[src/rtl/serial_adder_seq_if.sv]
// serial_adder_seq_if: operand/result handshake bundle for serial_adder_seq
interface serial_adder_seq_if #(parameter int WIDTH = 8);
    logic             in_valid, in_ready, cin;
    logic [WIDTH-1:0] a, b, sum;
    logic             out_valid, out_ready, cout, overflow, err;
    modport master (output in_valid, a, b, cin, out_ready,
                    input  in_ready, out_valid, sum, cout, overflow, err);
    modport slave  (input  in_valid, a, b, cin, out_ready,
                    output in_ready, out_valid, sum, cout, overflow, err);
endinterface

[src/rtl/serial_adder_seq.sv]
// serial_adder_seq: digit-serial adder iterating a DIGIT-bit slice LSB first.
// Define SERIAL_ADDER_DMR_EN to duplicate the slice and flag mismatches on err.
module serial_adder_seq_slice #(parameter int DIGIT = 1) (
    input  logic [DIGIT-1:0] a,
    input  logic [DIGIT-1:0] b,
    input  logic             ci,
    output logic [DIGIT-1:0] s,
    output logic             co,
    output logic             cmsb
);
    assign {co, s} = {1'b0, a} + {1'b0, b} + (DIGIT+1)'(ci);
    // carry into the top bit of the slice falls out of its sum bit
    assign cmsb = a[DIGIT-1] ^ b[DIGIT-1] ^ s[DIGIT-1];
endmodule

module serial_adder_seq #(
    parameter int WIDTH = 8,
    parameter int DIGIT = 1
) (
    input logic clk,
    input logic rst_n,
    serial_adder_seq_if.slave bus
);
    localparam int N  = WIDTH / DIGIT;
    localparam int CW = N > 1 ? $clog2(N) : 1;

    if (WIDTH < 2 || DIGIT < 1 || WIDTH % DIGIT != 0) begin : g_bad_params
        $error("serial_adder_seq: WIDTH must be >= 2 and a multiple of DIGIT");
    end

    typedef enum logic [1:0] {IDLE, RUN, DONE} state_t;
    state_t state, state_n;

    logic [WIDTH-1:0] a_q, b_q, sum_q;
    logic [CW-1:0]    cnt;
    logic             c_q, cout_q, ov_q, err_q, mismatch;
    logic [DIGIT-1:0] sum_pri;
    logic             co_pri, cm_pri;

    serial_adder_seq_slice #(.DIGIT(DIGIT)) u_pri (
        .a(a_q[DIGIT-1:0]), .b(b_q[DIGIT-1:0]), .ci(c_q),
        .s(sum_pri), .co(co_pri), .cmsb(cm_pri)
    );

`ifdef SERIAL_ADDER_DMR_EN
    logic [DIGIT-1:0] sum_chk;
    logic             co_chk, cm_chk;
    serial_adder_seq_slice #(.DIGIT(DIGIT)) u_chk (
        .a(a_q[DIGIT-1:0]), .b(b_q[DIGIT-1:0]), .ci(c_q),
        .s(sum_chk), .co(co_chk), .cmsb(cm_chk)
    );
    assign mismatch = {sum_pri, co_pri, cm_pri} != {sum_chk, co_chk, cm_chk};
`else
    assign mismatch = 1'b0;
`endif

    always_ff @(posedge clk or negedge rst_n)
        if (!rst_n) state <= IDLE;
        else        state <= state_n;

    always_comb begin
        state_n = state;
        state_n = state == IDLE ? (bus.in_valid  ? RUN  : IDLE) :
                  state == RUN  ? (cnt == '0     ? DONE : RUN)  :
                                  (bus.out_ready ? IDLE : DONE);
    end

    always_ff @(posedge clk or negedge rst_n) begin
        if (!rst_n) begin
            a_q    <= '0;
            b_q    <= '0;
            sum_q  <= '0;
            cnt    <= '0;
            c_q    <= 1'b0;
            cout_q <= 1'b0;
            ov_q   <= 1'b0;
            err_q  <= 1'b0;
        end else if (state == IDLE && bus.in_valid) begin
            a_q <= bus.a;
            b_q <= bus.b;
            c_q <= bus.cin;
            cnt <= CW'(N - 1);
        end else if (state == RUN) begin
            a_q   <= a_q >> DIGIT;
            b_q   <= b_q >> DIGIT;
            sum_q <= (sum_q >> DIGIT) | (WIDTH'(sum_pri) << (WIDTH - DIGIT));
            c_q   <= co_pri;
            cnt   <= cnt - CW'(1);
            err_q <= err_q | mismatch;
            if (cnt == '0) begin
                cout_q <= co_pri;
                ov_q   <= cm_pri ^ co_pri;
            end
        end
    end

    assign bus.in_ready  = state == IDLE;
    assign bus.out_valid = state == DONE;
    assign bus.sum       = sum_q;
    assign bus.cout      = cout_q;
    assign bus.overflow  = ov_q;
    assign bus.err       = err_q;
endmodule

[src/flat_wrapper.sv]
// flat-port wrapper written by rule: the top's interface ports become plain ports
module serial_adder_seq_flat 
#(
    parameter int WIDTH = 8,
    parameter int DIGIT = 1
)
  (clk, rst_n, bus_in_valid, bus_a, bus_b, bus_cin, bus_out_ready, bus_in_ready, bus_out_valid, bus_sum, bus_cout, bus_overflow, bus_err);
  serial_adder_seq_if #(.WIDTH(WIDTH)) bus_i ();
  input logic clk;
  input logic rst_n;
  input wire logic [$bits(bus_i.in_valid)-1:0] bus_in_valid;
  input wire logic [$bits(bus_i.a)-1:0] bus_a;
  input wire logic [$bits(bus_i.b)-1:0] bus_b;
  input wire logic [$bits(bus_i.cin)-1:0] bus_cin;
  input wire logic [$bits(bus_i.out_ready)-1:0] bus_out_ready;
  output wire logic [$bits(bus_i.in_ready)-1:0] bus_in_ready;
  output wire logic [$bits(bus_i.out_valid)-1:0] bus_out_valid;
  output wire logic [$bits(bus_i.sum)-1:0] bus_sum;
  output wire logic [$bits(bus_i.cout)-1:0] bus_cout;
  output wire logic [$bits(bus_i.overflow)-1:0] bus_overflow;
  output wire logic [$bits(bus_i.err)-1:0] bus_err;
  assign bus_i.in_valid = bus_in_valid;
  assign bus_i.a = bus_a;
  assign bus_i.b = bus_b;
  assign bus_i.cin = bus_cin;
  assign bus_i.out_ready = bus_out_ready;
  assign bus_in_ready = bus_i.in_ready;
  assign bus_out_valid = bus_i.out_valid;
  assign bus_sum = bus_i.sum;
  assign bus_cout = bus_i.cout;
  assign bus_overflow = bus_i.overflow;
  assign bus_err = bus_i.err;
  serial_adder_seq #(.WIDTH(WIDTH), .DIGIT(DIGIT)) u_core (.clk(clk), .rst_n(rst_n), .bus(bus_i));
endmodule
[config.mk]
export PLATFORM = sky130hd
export DESIGN_NAME = serial_adder_seq_flat
export DESIGN_NICKNAME = d
export VERILOG_FILES = /design/src/rtl/serial_adder_seq_if.sv /design/src/rtl/serial_adder_seq.sv /design/src/flat_wrapper.sv
export SDC_FILE = /design/constraint.sdc
export NUM_CORES = 1
export LEC_CHECK = 0
export BUFFER_PORTS_ARGS = -buffer_cell sky130_fd_sc_hd__buf_2
export CORE_MARGIN = 10
export CORE_UTILIZATION = 55
export DETAILED_ROUTE_END_ITERATION = 10
export HOLD_SLACK_MARGIN = 0.15
export PLACE_DENSITY = 0.82
export SYNTH_ARGS = -nofsm -noshare
export SYNTH_HDL_FRONTEND = slang
export SYNTH_SLANG_ARGS = --single-unit
[constraint.sdc]
create_clock -name clk -period 3.5 [get_ports clk]
set_input_delay 0.875 -clock clk [delete_from_list [all_inputs] [get_ports clk]]
set_output_delay 0.875 -clock clk [all_outputs]
set_load 0.05 [all_outputs]
; ---- Word-level counts from Yosys, hierarchy flattened
; Cells that the tools add are included.
[word_totals]
input_bits = 21
output_inout_bits = 13
wordCells = 37
ff_bits = 32
[classes]
reduce_logical = 6
muxes = 13
addsub = 3
bitwise = 5
eq_ne = 2
[ops]
columns = operator, count
row1 = $mux 8, 4
row2 = $mux 2, 4
row3 = $or 7x8->8, 1
row4 = $mux 3, 2
row5 = $logic_not 3->1, 1
row6 = $mux 1, 3
row7 = $reduce_and 3->1, 1
row8 = $sub 3x1->3 const B, 1
row9 = $xor 1x1->1, 3
row10 = $add 1x1->2, 1
row11 = $add 2x1->2, 1
row12 = $eq 2x1->1 const B, 1
row13 = $eq 2x2->1 const B, 1
row14 = $logic_not 2->1, 1
row15 = $reduce_and 2->1, 1
row16 = $reduce_bool 2->1, 1
row17 = $logic_and 1x1->1, 1
row18 = $not 1->1, 1

; ---- Longest topological paths before layout
[depth]
ltp_word = 4
mapped_depth = 5
mapped_depth_nobuf = 5

; ---- Modules after synthesis
; Synthesis repeated with hierarchy kept, for this count alone.
[hier_totals]
cells_unflattened = 158
hier_area_um2 = 1485.2
[by_module_without_submodules]
columns = module, instances, area_each_um2, cells_each, seq_area_each_um2
row1 = serial_adder_seq, 1, 1441.4, 156, 800.8
row2 = serial_adder_seq_slice, 1, 43.8, 2, 0.0

; ---- Least setup slack after synthesis
; OpenSTA, ideal clock, no wires.
[synth_timing]
path_type = register to output
start = reg u_core.state[1]
end = out bus_out_valid
path_buffers = 1
required_time_ns = 2.625
arrival_ns = 1.520
path_slack_ns = 1.105
path_stages_with_launch = 4
path_cell_list = dfrtp_1 clkinv_1 clkbuf_1 nor2_1
[synth_between]
elab_chain_len = 1
[synth_rtl]
columns = element, line
row1 = from (decl), serial_adder_seq.sv:32  ; state_t state, state_n;
row2 = from (signal assigned), serial_adder_seq.sv:59  ; else state <= state_n;
row3 = $eq 2x2->1, serial_adder_seq.sv:98  ; assign bus.out_valid = state == DONE;
row4 = to (decl), flat_wrapper.sv:17  ; output wire logic [$bits(bus_i.out_valid)-1:0] bus_out_valid;
; Every way passes these cells.

; ---- Worst setup path after layout
; Same ends and word-level chain as after synthesis.

==> run_results.csv <==
group,metric,value,unit
status,run_status,"finished clean",
sta,fmax,386.1,MHz
clock_network,cts_hold_buf,0,
min_path,start_point_of_the_worst_hold_path,"u_core.bus.overflow",
min_path,min_to,"u_core.bus.overflow",
clock_network,tritoncts,"done",
final_layout,post-route-util,0.6600,
floorplanning,io_pins,34,
grt,grt_use_total,0.1276,
min_path,worst_hold_path.num_cells,1,
routing,viasPerCell,5.724,
synthesis,syn_area,0.001409,sq mm
pwr,power.leakage,0.7449,nW
routing,drt.antenna.violating_nets,0,
routing,drt_wl_total,2.936,mm
routing,detailedRoute.firstIterationViolations,58,
setup_path,worstPathRequired,2.62,ns
sta,final_max_slew_violation_count,0,
synthesis,yosysUniqueCellTypes,27,
sta,final_report_setup_violation_count,0,
final_layout,flow.area_growth_from_synthesis,15.01,%
pwr,vdd_ir_drop_max,0.7364,mV
routing,vias,996,
final_layout,layout-drive-gt1-share,0.3472,
place,io_port_bufs,32,
clock_network,cts_max_path_bufs,2,
synthesis,yosysWarningCount,0,
sta,worstMarginPinSlew,0.6832,ns
synthesis,post_synth.cell_area_avg,12.69,sq um
final_layout,top_library_cells_by_usage_in_the_layout_fill_and_taps_aside,"sky130_fd_sc_hd__buf_2, sky130_fd_sc_hd__dfrtp_1, sky130_fd_sc_hd__o22ai_1, sky130_fd_sc_hd__a2bb2oi_1, sky130_fd_sc_hd__mux2_2",
clock_network,worst_skew_pair.late_latency,0.33,ns
floorplanning,fp.dieH,70.61,um
floorplanning,core,0.002455,sq mm
sta,accumulated_negative_setup_slack,0,ns
clock_network,cts.clk_slew.worst_paths,0.09,ns
place,finalWeightedCongestion,0.7180,
synthesis,synth_seq_cells,32,
clock_network,number_of_buffers_created_by_cts,5,
setup_path,path_class,"reg2out",
grt,grt-ovfl-total,0,
min_path,class_of_the_tightest_hold_or_removal_check,"reg2reg",
clock_network,clockRootBuffer,"sky130_fd_sc_hd__clkbuf_4",
synthesis,synth_ff_type,"sky130_fd_sc_hd__dfrtp_1",
sta,rsz_0062_raised_after_global_routing,"false",
grt,largest_net_degree_at_the_start_of_global_routing,33,
grt,grt_first_pass_wirelength,5.037,mm
sta,max-slew-margin-rel,0.5445,
setup_path,r2r_setup_slk,1.78,ns
job,maxCapViolations,0,
setup_path,regToRegStartpoint,"u_core.state[0]",
floorplanning,die_width,70.61,um
setup_path,reg2regPathDepth,3,
setup_path,critical_path.reg2reg.endpoint,"u_core.bus.cout",
sta,share_of_the_cycle_needed_by_the_critical_path_after_routing,0.7400,
setup_path,cp_data_arrival_time,1.72,ns
sta,hold_violations,0,
sta,finClkSkew,0.01095,ns
final_layout,final_layout_net_count,167,
clock_network,htree_num_levels,2,
routing,firstDrtPassIters,4,
final_layout,antenna_cells_inserted,0,
routing,drt-wirelength-per-cell,16.87,um
synthesis,syn-instance-count,111,
floorplanning,dieArea,0.004986,sq mm
clock_network,post-cts-setup-buffer-count,0,
synthesis,synth_nets,135,
setup_path,timing.critical_path.fanout_max,19,
pwr,power_density,1152,mW/mm^2
floorplanning,start_util,0.5739,
grt,number_of_antenna_violations_at_the_first_check_in_global_routing,0,
synthesis,synth_sequential_area_ratio,0.5684,
setup_path,crit_path_end_kind,"primary output",
floorplanning,floorplan.rows,18,
setup_path,critical_path.startpoint_type,"flip-flop",
synthesis,synth_enable_flop_cells,0,
routing,detail_route.drc_violations,0,
clock_network,tritoncts_num_sinks,32,
sta,layout_min_cycle_time,2.590,ns
grt,vias_in_the_first_global_route,1024,
place,post-dp-hpwl,2.206,mm
clock_network,count_of_cells_resized_by_post_cts_repair,0,
synthesis,postSynth.asyncResetShare,1.000,
[area by class of cell]
| class | instances | area [sq um] |
|---|---|---|
| clock buffer | 8 | 58.81 |
| fill | 201 | 834.6 |
| inverter | 5 | 18.77 |
| multi-input combinational | 67 | 544.3 |
| sequential | 32 | 800.8 |
| tap | 30 | 37.54 |
| timing repair buffer | 32 | 160.2 |
[how the worst max path moves through the flow]
stage | slack [ns] | start | endpoint | cells past startpoint
after floorplan | 1.11 | u_core.state[1] | bus_out_valid | 3
after global placement | 1.33 | u_core.state[1] | bus_out_valid | 3
after detailed placement | 1.28 | u_core.state[1] | bus_out_valid | 3
after CTS | 0.90 | u_core.state[1] | bus_out_valid | 3
after global routing | 0.73 | u_core.state[1] | bus_out_valid | 3
final | 0.91 | u_core.state[1] | bus_out_valid | 3
[power breakdown]
group	leakage [nW]	switching, mW	internal [mW]
clock network	0.0326	0.118	0.0990
registers	0.370	0.127	0.553
logic	0.342	0.565	0.406
[cell usage after synthesis (all sizes together) (3+ instances only)]
master / instances / share of area
inv: 4 / 0.011
nand2: 3 / 0.0080
mux2: 10 / 0.080
o22ai: 15 / 0.067
o21ai: 3 / 0.011
buf: 6 / 0.029
nor2: 4 / 0.012
a2bb2oi: 15 / 0.093
dfrtp: 32 / 0.57
[registers in the layout, indices dropped and copies added, names as in the netlist]
register / cells
u_core.a_q: 8
u_core.b_q: 8
u_core.bus.sum: 8
u_core.cnt: 3
u_core.state: 2
u_core.bus.cout: 1
u_core.bus.overflow: 1
u_core.c_q: 1
[metrics by stage]
step | setup slack (ns) | instances | area [sq um] | power, mW | hold slack [ns]
4_1_cts | 0.8988 | 174 | 1620 | 1.891 | 0.5104
2_1_floorplan | 1.105 | 111 | 1409 | 1.477 | 0.4612
5_1_grt | 0.7343 | 174 | 1620 | 2.016 | 0.5335
3_5_place_dp | 1.275 | 166 | 1562 | 1.669 | 0.4956
3_3_place_gp | 1.330 | 166 | 1562 | 1.613 | 0.4829
6_report | 0.9100 | 174 | 1620 | 1.867 | 0.5121
[worst max-delay path: stages, from the launching register on]
cell and delay [ns]:
sky130_fd_sc_hd__dfrtp_1 0.44, sky130_fd_sc_hd__clkinv_1 0.46, sky130_fd_sc_hd__nor2_1 0.21, sky130_fd_sc_hd__buf_2 0.28
[logic make-up after synthesis]
logic type                 Yosys count  synth area share
xor gates and xnor gates             3           0.01865
muxes                               10           0.07993
AOI/OAI and AO/OA                   39            0.2052
DFF                                 32            0.5684
adders and majority gates            3           0.03197
and+or+nand+nor                     11           0.04796
other                                1          0.002662
buffers and inverters               12           0.04528
[per-layer routing]
metal  up-vias  wire, um  part of all wire  track usage
met4         0        69             0.024      0.06452
met2        35      1382              0.47       0.1906
met3         9       247             0.084      0.06276
met5         -         0                 0            0
met1       469      1237              0.42       0.1487
li1        483         -                 -            -
No activity file was read; power rests on OpenSTA's default activity.
